### config.mk
export PLATFORM = sky130hd
export DESIGN_NAME = edge_sign_collector
export DESIGN_NICKNAME = d
export VERILOG_FILES = /design/src/rtl/edge_sign_collector.sv
export SDC_FILE = /design/constraint.sdc
export NUM_CORES = 1
export LEC_CHECK = 0
export BUFFER_PORTS_ARGS = -buffer_cell sky130_fd_sc_hd__buf_4
export CORE_ASPECT_RATIO = 2
export CORE_MARGIN = 2
export CORE_UTILIZATION = 62
export CTS_BUF_LIST = sky130_fd_sc_hd__clkbuf_8
export CTS_CLUSTER_SIZE = 25
export DETAILED_ROUTE_END_ITERATION = 8
export PLACE_DENSITY = 0.89
export SLEW_MARGIN = 20
export SYNTH_ARGS = -nofsm -noshare
export SYNTH_HDL_FRONTEND = slang
export SYNTH_SLANG_ARGS = --single-unit
### constraint.sdc
create_clock -name clk_in -period 4 [get_ports clk_in]
set_clock_uncertainty 0.15 [all_clocks]
set_input_delay 0.4 -clock clk_in [delete_from_list [all_inputs] [get_ports clk_in]]
set_output_delay 0.4 -clock clk_in [all_outputs]
set_load 0.05 [all_outputs]
### src/rtl/edge_sign_collector.sv
// edge_sign_collector
// Collects edge-function values (AB, BC, CA) in groups of three, one group
// per pixel, and classifies each pixel as inside or outside the triangle.
// Results carry raster coordinates from internal x/y counters, a saturating
// per-triangle inside count, and a pulse on the last pixel of the raster.
module edge_sign_collector #(
  parameter int SYS_BIT_WIDTH = 6,
  parameter int RASTER_W      = 64,
  parameter int RASTER_H      = 64,
  parameter int INCLUDE_EDGE  = 1,
  localparam int VW = 2 * SYS_BIT_WIDTH + 1,
  localparam int XW = (RASTER_W > 1) ? $clog2(RASTER_W) : 1,
  localparam int YW = (RASTER_H > 1) ? $clog2(RASTER_H) : 1,
  localparam int CW = $clog2(RASTER_W * RASTER_H) + 1
) (
  input  logic                 clk_in,
  input  logic                 rst_in,
  input  logic                 tri_start_in,
  input  logic                 orient_in,
  input  logic                 degen_in,
  input  logic                 valid_in,
  input  logic signed [VW-1:0] value_in,
  output logic                 valid_out,
  output logic                 inside_out,
  output logic [XW-1:0]        pixel_x_out,
  output logic [YW-1:0]        pixel_y_out,
  output logic                 frame_done_out,
  output logic [CW-1:0]        inside_count_out
);

  typedef enum logic [1:0] {
    E0 = 2'd0,
    E1 = 2'd1,
    E2 = 2'd2
  } edge_state_t;

  edge_state_t state_q, state_d;
  logic        and_q, and_d;       // running AND of inside_edge within a group
  logic        orient_q;
  logic        degen_q;
  logic [XW-1:0] x_q;
  logic [YW-1:0] y_q;
  logic [CW-1:0] count_q;

  logic          orient_eff;
  logic          inside_edge;
  logic          emit;
  logic          pixel_inside;
  logic          last_x;
  logic          last_y;
  logic [CW-1:0] count_next;

  // Edge-counter state register: reset and tri_start both restart the group.
  always_ff @(posedge clk_in) begin
    // NOTE: sequential state uses non-blocking assignments so every register
    // samples the pre-edge values of its neighbours, independent of order.
    if (rst_in) begin
      state_q <= E0;
      and_q   <= 1'b1;
    end else begin
      state_q <= state_d;
      and_q   <= and_d;
    end
  end

  // Next-state logic: edge classification, group accumulation, emit decision.
  always_comb begin
    // NOTE: every signal written here gets a default first so no path leaves
    // it unassigned, which would otherwise infer a latch.
    state_d      = state_q;
    and_d        = and_q;
    emit         = 1'b0;
    count_next   = count_q;

    // A coincident tri_start classifies its value with the incoming winding.
    orient_eff = tri_start_in ? orient_in : orient_q;

    if (value_in == '0) begin
      inside_edge = (INCLUDE_EDGE != 0);
    end else if (orient_eff) begin
      inside_edge = value_in[VW-1];
    end else begin
      inside_edge = ~value_in[VW-1];
    end

    pixel_inside = and_q & inside_edge & ~degen_q;
    last_x       = (x_q == XW'(RASTER_W - 1));
    last_y       = (y_q == YW'(RASTER_H - 1));

    if (tri_start_in) begin
      // The value arriving with tri_start becomes edge AB of pixel (0,0);
      // any partial group of the previous triangle is dropped.
      if (valid_in) begin
        state_d = E1;
        and_d   = inside_edge;
      end else begin
        state_d = E0;
        and_d   = 1'b1;
      end
    end else if (valid_in) begin
      case (state_q)
        E0: begin
          state_d = E1;
          and_d   = inside_edge;
        end
        E1: begin
          state_d = E2;
          and_d   = and_q & inside_edge;
        end
        E2: begin
          state_d = E0;
          and_d   = 1'b1;
          emit    = 1'b1;
        end
        default: begin
          state_d = E0;
          and_d   = 1'b1;
        end
      endcase
    end

    if (emit && pixel_inside && (count_q != '1)) begin
      count_next = count_q + CW'(1);
    end
  end

  // Per-triangle latches, raster counters, inside count and registered results.
  always_ff @(posedge clk_in) begin
    // NOTE: only control and output registers need reset; there is no
    // memory array here, so everything that holds state is cleared.
    if (rst_in) begin
      orient_q         <= 1'b0;
      degen_q          <= 1'b0;
      x_q              <= '0;
      y_q              <= '0;
      count_q          <= '0;
      valid_out        <= 1'b0;
      inside_out       <= 1'b0;
      pixel_x_out      <= '0;
      pixel_y_out      <= '0;
      frame_done_out   <= 1'b0;
      inside_count_out <= '0;
    end else begin
      valid_out      <= emit;
      frame_done_out <= emit && last_x && last_y;

      if (tri_start_in) begin
        orient_q <= orient_in;
        degen_q  <= degen_in;
        x_q      <= '0;
        y_q      <= '0;
        count_q  <= '0;
      end else if (emit) begin
        inside_out       <= pixel_inside;
        pixel_x_out      <= x_q;
        pixel_y_out      <= y_q;
        inside_count_out <= count_next;
        count_q          <= count_next;

        if (last_x) begin
          x_q <= '0;
          y_q <= last_y ? '0 : y_q + YW'(1);
        end else begin
          x_q <= x_q + XW'(1);
        end
      end
    end
  end

endmodule

# Word level (Yosys, flattened, before mapping)
# Index checks and enable logic that the tools add are counted.
totals:
  ff_bits: 58
classes:
  bitwise_logic: 5
  n_addsub: 3
  n_reduce_logical: 10
  n_eq_ne: 5
  muxes: 17
ops:
  columns: ["op", "count"]
  rows:
  - ["13-bit by 1-bit adder with 13-bit output, second input constant", 1]
  - ["13-bit zero test", 1]
  - ["13-bit 2-to-1 mux", 1]
  - ["13-bit != test, second input constant", 1]
  - ["6-bit by 1-bit adder with 6-bit output, second input constant", 2]
  - ["6-bit == test, second input constant", 2]
  - ["6-bit 2-to-1 mux", 2]
  - ["1-bit 2-to-1 mux", 10]
  - ["1-bit logical AND", 4]
  - ["2-bit 2-to-1 mux", 2]
  - ["2-bit case mux with 2 select lines", 1]
  - ["2-bit AND reduction", 2]
  - ["1-bit NOT", 3]
  - ["1-bit bitwise AND", 2]
  - ["2-bit by 1-bit == test with 1-bit output, second input constant", 1]
  - ["2-bit == test, second input constant", 1]
  - ["2-bit zero test", 1]
  - ["1-bit case mux with 2 select lines", 1]
  - ["2-bit nonzero test", 1]
  - ["2-bit OR reduction", 1]

# Logic depth before layout (Yosys ltp)
# Gate-level depths: netlist of the first run.
logic_depth:
  depth_word: 8
  ltp_mapped: 8

# Least setup slack after synthesis of the first run
# No wires, ideal clock.
synth_path:
  path_kind: "input -> register"
  startpoint: "in value_in[1]"
  endpoint: "reg inside_count_out[10]"
  cell_stages: 6
  path_slack_ns: 1.693
  required_ns: 3.762
  setup_ns: 0.088
  arrival_time_ns: 2.069
  cell_sequence: "nor4_1 > nand4_2 > a211o_2 > buf_6 > or3_1 > a311oi_2"
synth_between:
  elab_chain_cells: 7
synth_rtl:
  columns: ["element", "line_no", "text"]
  rows:
  - ["start, declared", "22", "input logic signed [VW-1:0] value_in,"]
  - ["13-bit zero test", "78", "if (value_in == '0) begin"]
  - ["1-bit 2-to-1 mux", "78", null]
  - ["1-bit bitwise AND (2 in series)", "86", "pixel_inside = and_q & inside_edge & ~degen_q;"]
  - ["1-bit logical AND (2 in series)", "122", "if (emit && pixel_inside && (count_q != '1)) begin"]
  - ["13-bit 2-to-1 mux", "122", null]
  - ["end signal, assigned", "157", "inside_count_out <= count_next;"]
  - ["end, declared", "28", "output logic [CW-1:0] inside_count_out"]
# No other way between the ends.
# A chain may end at the register's enable or synchronous reset.

# Final worst setup path of the first run
layout_path:
  startpoint: "reg state_q[1]"
  endpoint: "reg y_q[5]"
layout_between:
  elab_chain_cells: 5
layout_rtl:
  columns: ["element", "line_no", "text"]
  rows:
  - ["start, declared", "37", "edge_state_t state_q, state_d;"]
  - ["start signal, assigned", "61", "state_q <= state_d;"]
  - ["2-bit == test", "101", "case (state_q)"]
  - ["1-bit 2-to-1 mux", "101", null]
  - ["1-bit 2-to-1 mux", "100", "end else if (valid_in) begin"]
  - ["1-bit 2-to-1 mux", "90", "if (tri_start_in) begin"]
  - ["2-bit AND reduction (no source line)", null, null]
  - ["end signal, assigned", "162", "y_q <= last_y ? '0 : y_q + YW'(1);"]
  - ["end, declared", "42", "logic [YW-1:0] y_q;"]
# No other way between the ends.

==> results of run 1 <==
logic make-up (layout without fill, tap and decap cells):
logic type,after synthesis,after routing,share of synthesized area [%]
AND/OR/NAND/NOR,135,135,25.7
adder cells (fa/ha/maj),3,3,1.42
AO/OA/AOI/OAI,66,66,17.4
multiplexers,3,3,1.61
flip-flops,58,58,44.0
XOR/XNOR,15,15,5.26
buffers and inverters,26,69,4.55
power by group through the flow:
stage	sequential (mW)	clock [mW]	combinational (mW)
floorplan	0.600	0	0.0509
global placement	0.598	0	0.0740
detailed placement	0.598	0	0.0757
CTS	0.585	0.575	0.0761
global route	0.585	0.600	0.0823
finish	0.585	0.572	0.0766
metrics by stage:
| step | total power, mW | utilization, % | hold slack [ns] |
|---|---|---|---|
| floorplan | 0.651 | - | 0.301 |
| global placement | 0.672 | 72.9 | 0.296 |
| detailed placement | 0.673 | 72.9 | 0.300 |
| CTS | 1.24 | 78.2 | 0.175 |
| global route | 1.27 | 78.2 | 0.184 |
| finish | 1.23 | 78.2 | 0.173 |
worst min path at each step:
stage / slack (ns) / cells past startpoint / to / startpoint
detailed placement: 0.30 / 2 / pixel_x_out[3] / pixel_x_out[3]
global route: 0.18 / 3 / degen_q / degen_in
finish: 0.17 / 3 / degen_q / degen_in
floorplan: 0.30 / 2 / degen_q / degen_q
CTS: 0.18 / 3 / degen_q / degen_in
global placement: 0.30 / 2 / pixel_x_out[3] / pixel_x_out[3]
area by class of cell:
| type | instances | area, sq um |
|---|---|---|
| multi-input cells | 222 | 1370 |
| flip-flops and latches | 58 | 1160 |
| fillers | 285 | 892 |
| repair buffers | 49 | 368 |
| clock buffers | 12 | 165 |
| well taps | 52 | 65.1 |
| clock inverters | 4 | 48.8 |
| inverters | 4 | 15.0 |
cells in the final DEF (no fill, tap or decap), types with 4 or more instances in the layout:
cell type  count
nand2_1       38
dfxtp_1       58
a211oi_1       9
nor4_1         4
clkbuf_8      12
nand3_1       12
xnor2_1        7
inv_1          4
nor3_1        10
or3_1          6
nand4_1        9
a21oi_1       25
o21ai_1        6
nor2_1        34
o31ai_1        7
or4_1          6
buf_4         49
xor2_1         7
routing by layer:
| layer | global-route usage (%) | vias up | share of wire (%) |
|---|---|---|---|
| met5 | 0 | - | 0 |
| met4 | 19.4 | 0 | 4.4 |
| met3 | 5.28 | 27 | 3.9 |
| met2 | 55.0 | 63 | 56 |
| met1 | 27.9 | 1149 | 35 |
| li1 | - | 1177 | - |
sequential cells by signal (all words and copies together) (netlist names), 2 cells and up:
name,count
x_q,6
pixel_y_out,6
pixel_x_out,6
inside_count_out,13
state_q,2
y_q,6
count_q,13
worst max-delay path: cells and delay by family (launching register included):
kind	cells	cell delay, ns
buf+inv	1	0.27
xor+xnor	1	0.23
flops	1	0.45
simple gates	4	1.31
==> metrics.md, run 1 <==
| Metric | Value |
|---|---|
| CTS resizes | 0 |
| Starting density of the core | 64.6% |
| Dominant cells by area after synthesis | dfxtp_1 44%, nand2_1 5.4%, nor2_1 4.8%, a21oi_1 4.7%, a211oi_1 2.6% |
| Slowest cell on the critical path | nor4_2 |
| CTS tree | done |
| Initial antenna violation count | 0 |
| Post-synth top flop | dfxtp_1 |
| Total track usage | 29.3% |
| Final Cell Area | 3200 sq um |
| Synth top cells by count | 58 x dfxtp_1, 38 x nand2_1, 34 x nor2_1 |
| Fmax | 394 MHz |
| Pwr/cell area | 386 nW/um^2 |
| Post-CTS Setup Bufs | 0 |
| Detailed Place HPWL | 4370 microns |
| Syn Std Cell Area | 2640 sq um |
| Number of flops mapped to enable cells by yosys | 0 |
| Part of the power in registers | 47.4% |
| Clk slew on worst S/H paths | 0.06 ns |
| Critical-path cell list | nand4bb_1 > buf_4 > nor4_2 > nand4_1 > xor2_1 > nor2_1 |
| Hold Vio Cnt, Final | 0 |
| Ratio of cells with drive above 1 in the final layout | 23.2% |
| Max Slew Vio Count | 0 |
| Die area | 4830 sq um |
| Max-Cap Viols | 0 |
| Net Count, Synth | 328 |
| CTS root buf | clkbuf_8 |
| H-tree Lvls | 3 |
| Critical Path AT | 2.62 ns |
| Cell Rows | 33 |
| Gpl congestion | 0.918 |
| N_diodes | 0 |
| Biggest area consumer among synthesized cells | dfxtp_1 |
| Crit path kind | flip-flop to flip-flop |
| P_int | 947 uW |
| Clk_lat worst skew | 0.35 ns |
| Yosys Warn Count | 0 |
| Fin worst setup slack | 1.46 ns |
| I/O Pins | 47 |
| Reg-to-reg slack, setup | 1.46 ns |
| Post-CTS Hold Fix Bufs | 0 |
| Crit path required time | 4.08 ns |
| P_leak | 1.09 nW |
| Critical path origin | state_q[1] |
| Routed len/inst | 16.0 microns |
| Post-synth top area share | 44.0% |
| Clock Path Buffers | 2 |
| Critical Path Max Stage Delay | 0.82 ns |
| DR iter-0 viols | 69 |
| Overflow after GRT | 0 |
| Routed Antenna Nets | 0 |
| Avg Inst Size Synth | 8.62 sq um |
| Reg-to-Reg End | y_q[5] |
| Part of the cycle the worst path needs | 63.4% |
| Area delta synth->final | 21.1% |
| First-pass GRT wire length | 10400 microns |
| Core Footprint | 4090 sq um |
| Hold Crit Class | input port to flip-flop |
| Yosys cell types | 46 |
| Worst Setup EP | y_q[5] |
| Via count | 2416 |
| Unrepaired setup endpoints after global routing | false |
| Worst-margin pin slew | 0.958 ns |
| PortBufs | 46 |
| Vias per cell | 6.02 |
| Final setup viols | 0 |
| R2R depth | 6 |
| Non-filler cells, final | 401 |
| Most common cell in the netlist | dfxtp_1 |
| Slew HR | 35.6% |
| Die width | 50.1 microns |
| Vias in the first global route | 2261 |
| Detailed Route WL | 6420 microns |
| Final routed DRC violation total | 0 |
| TritonCTS Buffers | 9 |
| Final TNS setup | 0 ns |
| CP Launch Type | flip-flop |
| Seq cells post-synth | 58 |
| Worst VDD drop | 0.400 mV |
| Post-Syn Instances | 306 |
| CTS Sinks | 58 |
| Nets | 366 |
| Die height | 96.3 microns |
| Placed inst area | 2980 sq um |
| DP Worst Slack | 1.40 ns |
| First-pass iteration count of the detailed router | 4 |
| Final min period | 2.54 ns |
| NetSw | 286 uW |
| Critical Path End Type | flip-flop |
| Async set-or-reset flop fraction in the synthesized netlist | 0% |
| Critical path peak fanout | 33 |
| Clk pwr share | 46.4% |
| Pin count of the biggest net entering global routing | 36 |
| Switch share | 23.2% |
| Post-Place Cells | 385 |
| Run status | completed |
| Sequential element share of the synthesized area | 44.0% |
| Comb pwr share | 6.2% |
| Reg-to-Reg Start | state_q[1] |
Note: power is estimated with default switching activity, not from simulation.
==> inputs of run 2 (changes only) <==
ABC_AREA = 1   (was not set)
CORE_UTILIZATION = 58   (was 62)
PLACE_DENSITY = 0.84   (was 0.89)
clock period = 2.4 ns   (was 4 ns; I/O delays follow)
==> run 2 against run 1 <==
Against the previous run: routed wire length fell by 5.9%; combinational power grew 62%; synthesized area is 1.3% higher; global-route usage decreased by 3.7 points; sequential power up 68%; maximum frequency is 13% higher; design area is 2.7% higher; count of clock-buffer cells in the layout down 3; core utilization shrank 5.4 points; register-to-register slack lost 1.3 ns; final cell count increased by 20%; power increased by 68%; critical endpoint is now inside_count_out[0]; largest power group unchanged; highest routed layer unchanged.
==> metrics.md, run 2 <==
| Metric | Value |
|---|---|
| Final min period | 2.24 ns (-0.301 ns) |
| Cell Rows | 35 (+6.1%) |
| Die width | 52.0 microns (+3.8%) |
| Part of the cycle the worst path needs | 93.1% (+30 points) |
| Final TNS setup | 0 ns (unchanged) |
| Part of the power in registers | 47.4% (about the same) |
| Post-synth top area share | 43.4% (-0.58 points) |
| Avg Inst Size Synth | 7.23 sq um (-16%) |
| Critical path peak fanout | 12 (-64%) |
| Slew HR | 67.4% (+32 points) |
| Nets | 442 (+21%) |
| CTS tree | done |
| Net Count, Synth | 392 (+20%) |
| Overflow after GRT | 0 (unchanged) |
| Synth top cells by count | 90 x nand2_1, 58 x dfxtp_1, 40 x nor2_1 |
| First-pass GRT wire length | 10100 microns (-2.2%) |
| Via count | 2560 (+6.0%) |
| TritonCTS Buffers | 9 (unchanged) |
| Starting density of the core | 59.3% (-5.3 points) |
| Post-CTS Setup Bufs | 0 (unchanged) |
| Final setup viols | 0 (unchanged) |
| P_leak | 1.37 nW (+26%) |
| H-tree Lvls | 3 (unchanged) |
| Commonest cells after routing, fill and taps aside | 90 x nand2_1, 58 x dfxtp_1, 51 x buf_4, 40 x nor2_1, 34 x a21oi_1 |
| Critical Path AT | 2.32 ns (-0.30 ns) |
| Pwr/cell area | 630 nW/um^2 (+63%) |
| Routed len/inst | 12.6 microns (-21%) |
| CTS root buf | clkbuf_8 |
| Ratio of cells with drive above 1 in the final layout | 21.4% (-1.8 points) |
| Yosys cell types | 34 (-26%) |
| Gpl congestion | 0.839 (-8.6%) |
| Detailed Place HPWL | 4430 microns (+1.3%) |
| CTS Sinks | 58 (unchanged) |
| Worst VDD drop | 0.585 mV (+46%) |
| I/O Pins | 47 (unchanged) |
| Post-synth top flop | dfxtp_1 |
| Routed Antenna Nets | 0 (unchanged) |
| Clk slew on worst S/H paths | 0.06 ns (about the same) |
| Async set-or-reset flop fraction in the synthesized netlist | 0% (unchanged) |
| Top Registers | count_q: 13 flops, inside_count_out: 13 flops |
| Unrepaired setup endpoints after global routing | false |
| Clk pwr share | 46.6% (+0.2 points) |
| NetSw | 474 uW (+66%) |
| Critical Path End Type | flip-flop |
| Commonest non-fill, non-tap cell in the layout | nand2_1 |
| Hold Crit Class | input port to flip-flop |
| CP Launch Type | flip-flop |
| Max Slew Vio Count | 0 (unchanged) |
| Sequential element share of the synthesized area | 43.4% (-0.58 points) |
| Fmax | 447 MHz (+13%) |
| Vias per cell | 5.33 (-11%) |
| Fillers | 370 (+30%) |
| Vias in the first global route | 2422 (+7.1%) |
| Post-Syn Instances | 370 (+21%) |
| Core Footprint | 4510 sq um (+10%) |
| Die height | 100 microns (+3.9%) |
| Area delta synth->final | 22.7% |
| Pin count of the biggest net entering global routing | 23 (-36%) |
| First-pass iteration count of the detailed router | 6 (+2) |
| Final hold slack | 0.0643 ns (-0.109 ns) |
| Detailed Route WL | 6050 microns (-5.9%) |
| N_diodes | 0 (unchanged) |
| Switch share | 22.9% (-0.29 points) |
| Number of flops mapped to enable cells by yosys | 0 (unchanged) |
| Die area | 5200 sq um (+7.8%) |
| PortBufs | 46 (unchanged) |
| Seq cells post-synth | 58 (unchanged) |
| Hold Vio Cnt, Final | 0 (unchanged) |
| Biggest area consumer among synthesized cells | dfxtp_1 |
| Clk_lat worst skew | 0.34 ns (about the same) |
| Total track usage | 25.5% (-3.7 points) |
| DR iter-0 viols | 59 (-14%) |
| Most common cell in the netlist | nand2_1 |
| CTS resizes | 0 (unchanged) |
| Max-Cap Viols | 0 (unchanged) |
| Initial antenna violation count | 0 (unchanged) |
| Comb pwr share | 6.0% (-0.2 points) |
| Yosys Warn Count | 0 (unchanged) |
| Crit path required time | 2.49 ns (-1.59 ns) |
| Run status | completed |
| Dominant cells by area after synthesis | dfxtp_1 43%, nand2_1 13%, a21oi_1 6.4%, nor2_1 5.6%, inv_1 4.1% |
| Worst-margin pin slew | 0.489 ns (-0.469 ns) |
| Clock Path Buffers | 2 (unchanged) |
| Final routed DRC violation total | 0 (unchanged) |
| P_int | 1.59 mW (+68%) |
| Crit path kind | flip-flop to flip-flop |
| Syn Std Cell Area | 2670 sq um (+1.3%) |
[run 2: final timing paths]
path / start / to / slack [ns] / cells past startpoint
setup / recovery: count_q[0] / inside_count_out[0] / 0.16 / 11
hold / removal: tri_start_in / degen_q / 0.06 / 3
setup reg to reg: count_q[0] / inside_count_out[0] / 0.16 / 11
hold reg to reg: inside_count_out[5] / inside_count_out[5] / 0.32 / 2
[run 2: per-layer routing]
layer,up-vias,GRT usage (%),share of wire [%]
li1,1317,-,-
met1,1144,30.1,43
met5,-,0,0
met4,0,13.4,2.4
met3,15,5.95,4.6
met2,84,41.8,50
[run 2: power groups by stage]
stage	logic, mW	clock network (mW)	registers, mW
6_report	0.124	0.965	0.980
3_3_place_gp	0.117	0	1.00
3_5_place_dp	0.121	0	1.00
4_1_cts	0.124	0.971	0.980
2_1_floorplan	0.0560	0	1.02
5_1_grt	0.137	1.02	0.981
[run 2: what timing repair did]
action | in CTS | in global routing
endpoints found under the setup margin | 0 | 0
hold endpoints to repair | 2 | 0
hold buffers | 2 | 0
[run 2: cell type report]
cell class	count	area, sq um	share of cell area [%]
Timing Repair Buffer	53	403	12.3
Inverter	34	128	3.89
Clock inverter	7	86.3	2.63
Multi-Input combinational cell	264	1310	40.0
Tap cell	55	68.8	2.10
Clock buffer	9	124	3.77
Sequential cell	58	1160	35.4
[run 2: worst max-delay path, stage by stage (launching register included)]
cell,delay (ns)
dfxtp_1,0.45
ha_1,0.26
nand2_1,0.08
nor2_1,0.16
nand2_2,0.09
inv_2,0.05
nand2_2,0.14
nand3_2,0.28
xor2_1,0.25
nand2_1,0.11
nand2_1,0.07
inv_1,0.04
[run 2: cell families after synthesis]
kind of cell | count (synthesis) | share of synthesized area [%]
DFF | 58 | 43.4
adders and majority gates | 3 | 1.40
xor gates and xnor gates | 7 | 2.29
and+or+nand+nor | 189 | 32.1
buffers and inverters | 48 | 7.53
AOI/OAI and AO/OA | 65 | 13.2
[run 2: metrics by stage]
stage | cell area (sq um) | util (%) | worst slack, ns | total power [mW] | instances
after floorplan | 2670 | - | 0.695 | 1.08 | 370
after global placement | 3050 | 67.7 | 0.411 | 1.12 | 462
after detailed placement | 3050 | 67.7 | 0.215 | 1.12 | 462
after CTS | 3280 | 72.8 | 0.204 | 2.08 | 480
after global routing | 3280 | 72.8 | 0.0436 | 2.14 | 480
final | 3280 | 72.8 | 0.165 | 2.07 | 480
==> inputs of run 3 (changes only) <==
CORE_ASPECT_RATIO = not set   (was 2)
==> run 3 against run 2 <==
Against the previous run: routed wire length grew 1.9%; non-clock buffer count unchanged; combinational power about the same; design area decreased by 0.27%; core utilization is 1.9 points higher; clock power fell by 5.5%; register-to-register slack better by 0.12 ns; power decreased by 2.4%; critical path depth unchanged; setup slack improved by 0.12 ns; first-iteration DRC count grew to 3.5 times the previous value; sequential share of layout area grew 0.095 points; critical endpoint unchanged; largest power group unchanged.
==> metrics.md, run 3 (same netlist as run 2, synthesis figures left out) <==
| Metric | Value |
|---|---|
| DR iter-0 viols | 209 (+250%) |
| Final min period | 2.12 ns (-0.120 ns) |
| Initial antenna violation count | 0 (unchanged) |
| Fmax | 473 MHz (+5.7%) |
| Overflow after GRT | 0 (unchanged) |
| Final setup viols | 0 (unchanged) |
| Max Slew Vio Count | 0 (unchanged) |
| Worst path most repeated cell | nand2_1 |
| Worst-margin pin slew | 0.500 ns (+0.0111 ns) |
| Unrepaired setup endpoints after global routing | false |
| Critical path origin | count_q[0] |
| CTS root buf | clkbuf_8 |
| Cell Rows | 24 (-31%) |
| Top Registers | count_q: 13 flops, inside_count_out: 13 flops |
| Critical Path AT | 2.20 ns (-0.12 ns) |
| Fin worst setup slack | 0.285 ns (+0.120 ns) |
| Routed len/inst | 12.9 microns (+2.5%) |
| Commonest cells after routing, fill and taps aside | 90 x nand2_1, 58 x dfxtp_1, 51 x buf_4, 40 x nor2_1, 34 x a21oi_1 |
| Post-Place Cells | 459 (-0.65%) |
| Pin count of the biggest net entering global routing | 23 (unchanged) |
| Post-CTS Setup Bufs | 0 (unchanged) |
| CTS tree | done |
| CTS resizes | 0 (unchanged) |
| Ratio of cells with drive above 1 in the final layout | 21.6% (+0.24 points) |
| Vias per cell | 5.36 (+0.55%) |
| Part of the power in registers | 48.6% (+1.2 points) |
| Non-filler cells, final | 477 (-0.63%) |
| Clk pwr share | 45.2% (-1.4 points) |
| First-pass GRT wire length | 10900 microns (+7.6%) |
| Total track usage | 27.1% (+1.5 points) |
| Starting density of the core | 61.0% (+1.7 points) |
| Die area | 5170 sq um (-0.64%) |
| Slowest cell on the critical path | dfxtp_1 |
| CTS Sinks | 58 (unchanged) |
| Critical-path cell list | ha_1 > nand2_1 > nor2_1 > nand2_2 > inv_2 > nand2_2 > nand3_2 > xor2_1 > nand2_1 > nand2_1 > inv_1 |
| Critical Path Max Stage Delay | 0.43 ns (-0.02 ns) |
| NetSw | 468 uW (-1.2%) |
| Final routed DRC violation total | 0 (unchanged) |
| Fillers | 335 (-9.5%) |
| Clk_lat worst skew | 0.34 ns (about the same) |
| Switch share | 23.2% (+0.28 points) |
| Max-Cap Viols | 0 (unchanged) |
| Comb pwr share | 6.2% (+0.2 points) |
| HP Start | tri_start_in |
| Clk slew on worst S/H paths | 0.07 ns (about the same) |
| Hold Vio Cnt, Final | 0 (unchanged) |
| I/O Pins | 47 (unchanged) |
| First-pass iteration count of the detailed router | 4 (-2) |
| Pwr/cell area | 617 nW/um^2 (-2.2%) |
| Routed Antenna Nets | 0 (unchanged) |
| Commonest non-fill, non-tap cell in the layout | nand2_1 |
| Vias in the first global route | 2448 (+1.1%) |
| Crit path required time | 2.48 ns (about the same) |
| Area delta synth->final | 22.4% |
| Detailed Place HPWL | 4400 microns (-0.60%) |
| CP Launch Type | flip-flop |
| Die height | 71.9 microns (-28%) |
| Final hold slack | 0.0823 ns (+0.0179 ns) |
| Gpl congestion | 0.868 (+3.4%) |
| P_leak | 1.36 nW (-0.94%) |
| Worst VDD drop | 0.568 mV (-3.0%) |
| DP Worst Slack | 0.306 ns (+0.0913 ns) |
| Power Total | 2.02 mW (-2.4%) |
| P_int | 1.55 mW (-2.8%) |
| Crit path kind | flip-flop to flip-flop |
| Via count | 2558 (-0.078%) |
| Die width | 71.9 microns (+38%) |
| Nets | 442 (unchanged) |
| Post-CTS Hold Fix Bufs | 2 (unchanged) |
| Clock Path Buffers | 2 (unchanged) |
| TritonCTS Buffers | 9 (unchanged) |
| Core Footprint | 4380 sq um (-2.8%) |
| Part of the cycle the worst path needs | 88.1% (-5.0 points) |
| Critical path peak fanout | 12 (unchanged) |
| N_diodes | 0 (unchanged) |
| Critical Path End Type | flip-flop |
| PortBufs | 46 (unchanged) |
| Detailed Route WL | 6160 microns (+1.9%) |
| Hold Crit Class | input port to flip-flop |
| H-tree Lvls | 3 (unchanged) |
| Final TNS setup | 0 ns (unchanged) |
| Slew HR | 66.6% (-0.74 points) |
| Run status | completed |
| Reg-to-Reg Start | count_q[0] |
==> run 3: routing by layer <==
metal / GRT usage [%] / wire, microns / up-vias
li1: - / - / 1314
met1: 35.1 / 2780 / 1182
met2: 44.5 / 3000 / 53
met3: 7.08 / 294 / 9
met4: 8.39 / 85 / 0
met5: 0 / 0 / -
==> run 3: power by group through the flow <==
stage / sequential [mW] / combinational [mW] / clock (mW)
after floorplan: 1.02 / 0.0560 / 0
after global placement: 1.00 / 0.119 / 0
after detailed placement: 1.00 / 0.122 / 0
after CTS: 0.981 / 0.125 / 0.929
after global routing: 0.981 / 0.138 / 0.969
final: 0.981 / 0.125 / 0.912
==> run 3: metrics by stage <==
stage | cell area, sq um | utilization, %
global route | 3270 | 74.7
floorplan | 2670 | -
CTS | 3270 | 74.7
finish | 3270 | 74.7
detailed placement | 3050 | 69.5
global placement | 3050 | 69.5
==> run 3: path summary, 6_finish.rpt <==
check | to | slack (ns) | cells after the start
setup reg to reg | inside_count_out[0] | 0.28 | 11
hold / removal | degen_q | 0.08 | 3
setup / recovery | inside_count_out[0] | 0.28 | 11
hold reg to reg | pixel_x_out[1] | 0.32 | 2
==> run 3: final cells by class <==
| cell class | count | area (sq um) | area share (%) |
|---|---|---|---|
| timing repair buffer | 53 | 403 | 12.3 |
| sequential | 58 | 1160 | 35.5 |
| clock buffer | 11 | 151 | 4.63 |
| multi-input combinational | 264 | 1310 | 40.1 |
| tap | 52 | 65.1 | 1.99 |
| inverter | 34 | 128 | 3.90 |
| clock inverter | 5 | 53.8 | 1.64 |
==> run 3: critical path, delay by kind of cell, from the launching register on <==
kind | cells | cell delay (ns)
fa+ha+maj | 1 | 0.24
buf+inv | 2 | 0.10
flops | 1 | 0.43
xor+xnor | 1 | 0.21
simple gates | 7 | 0.87
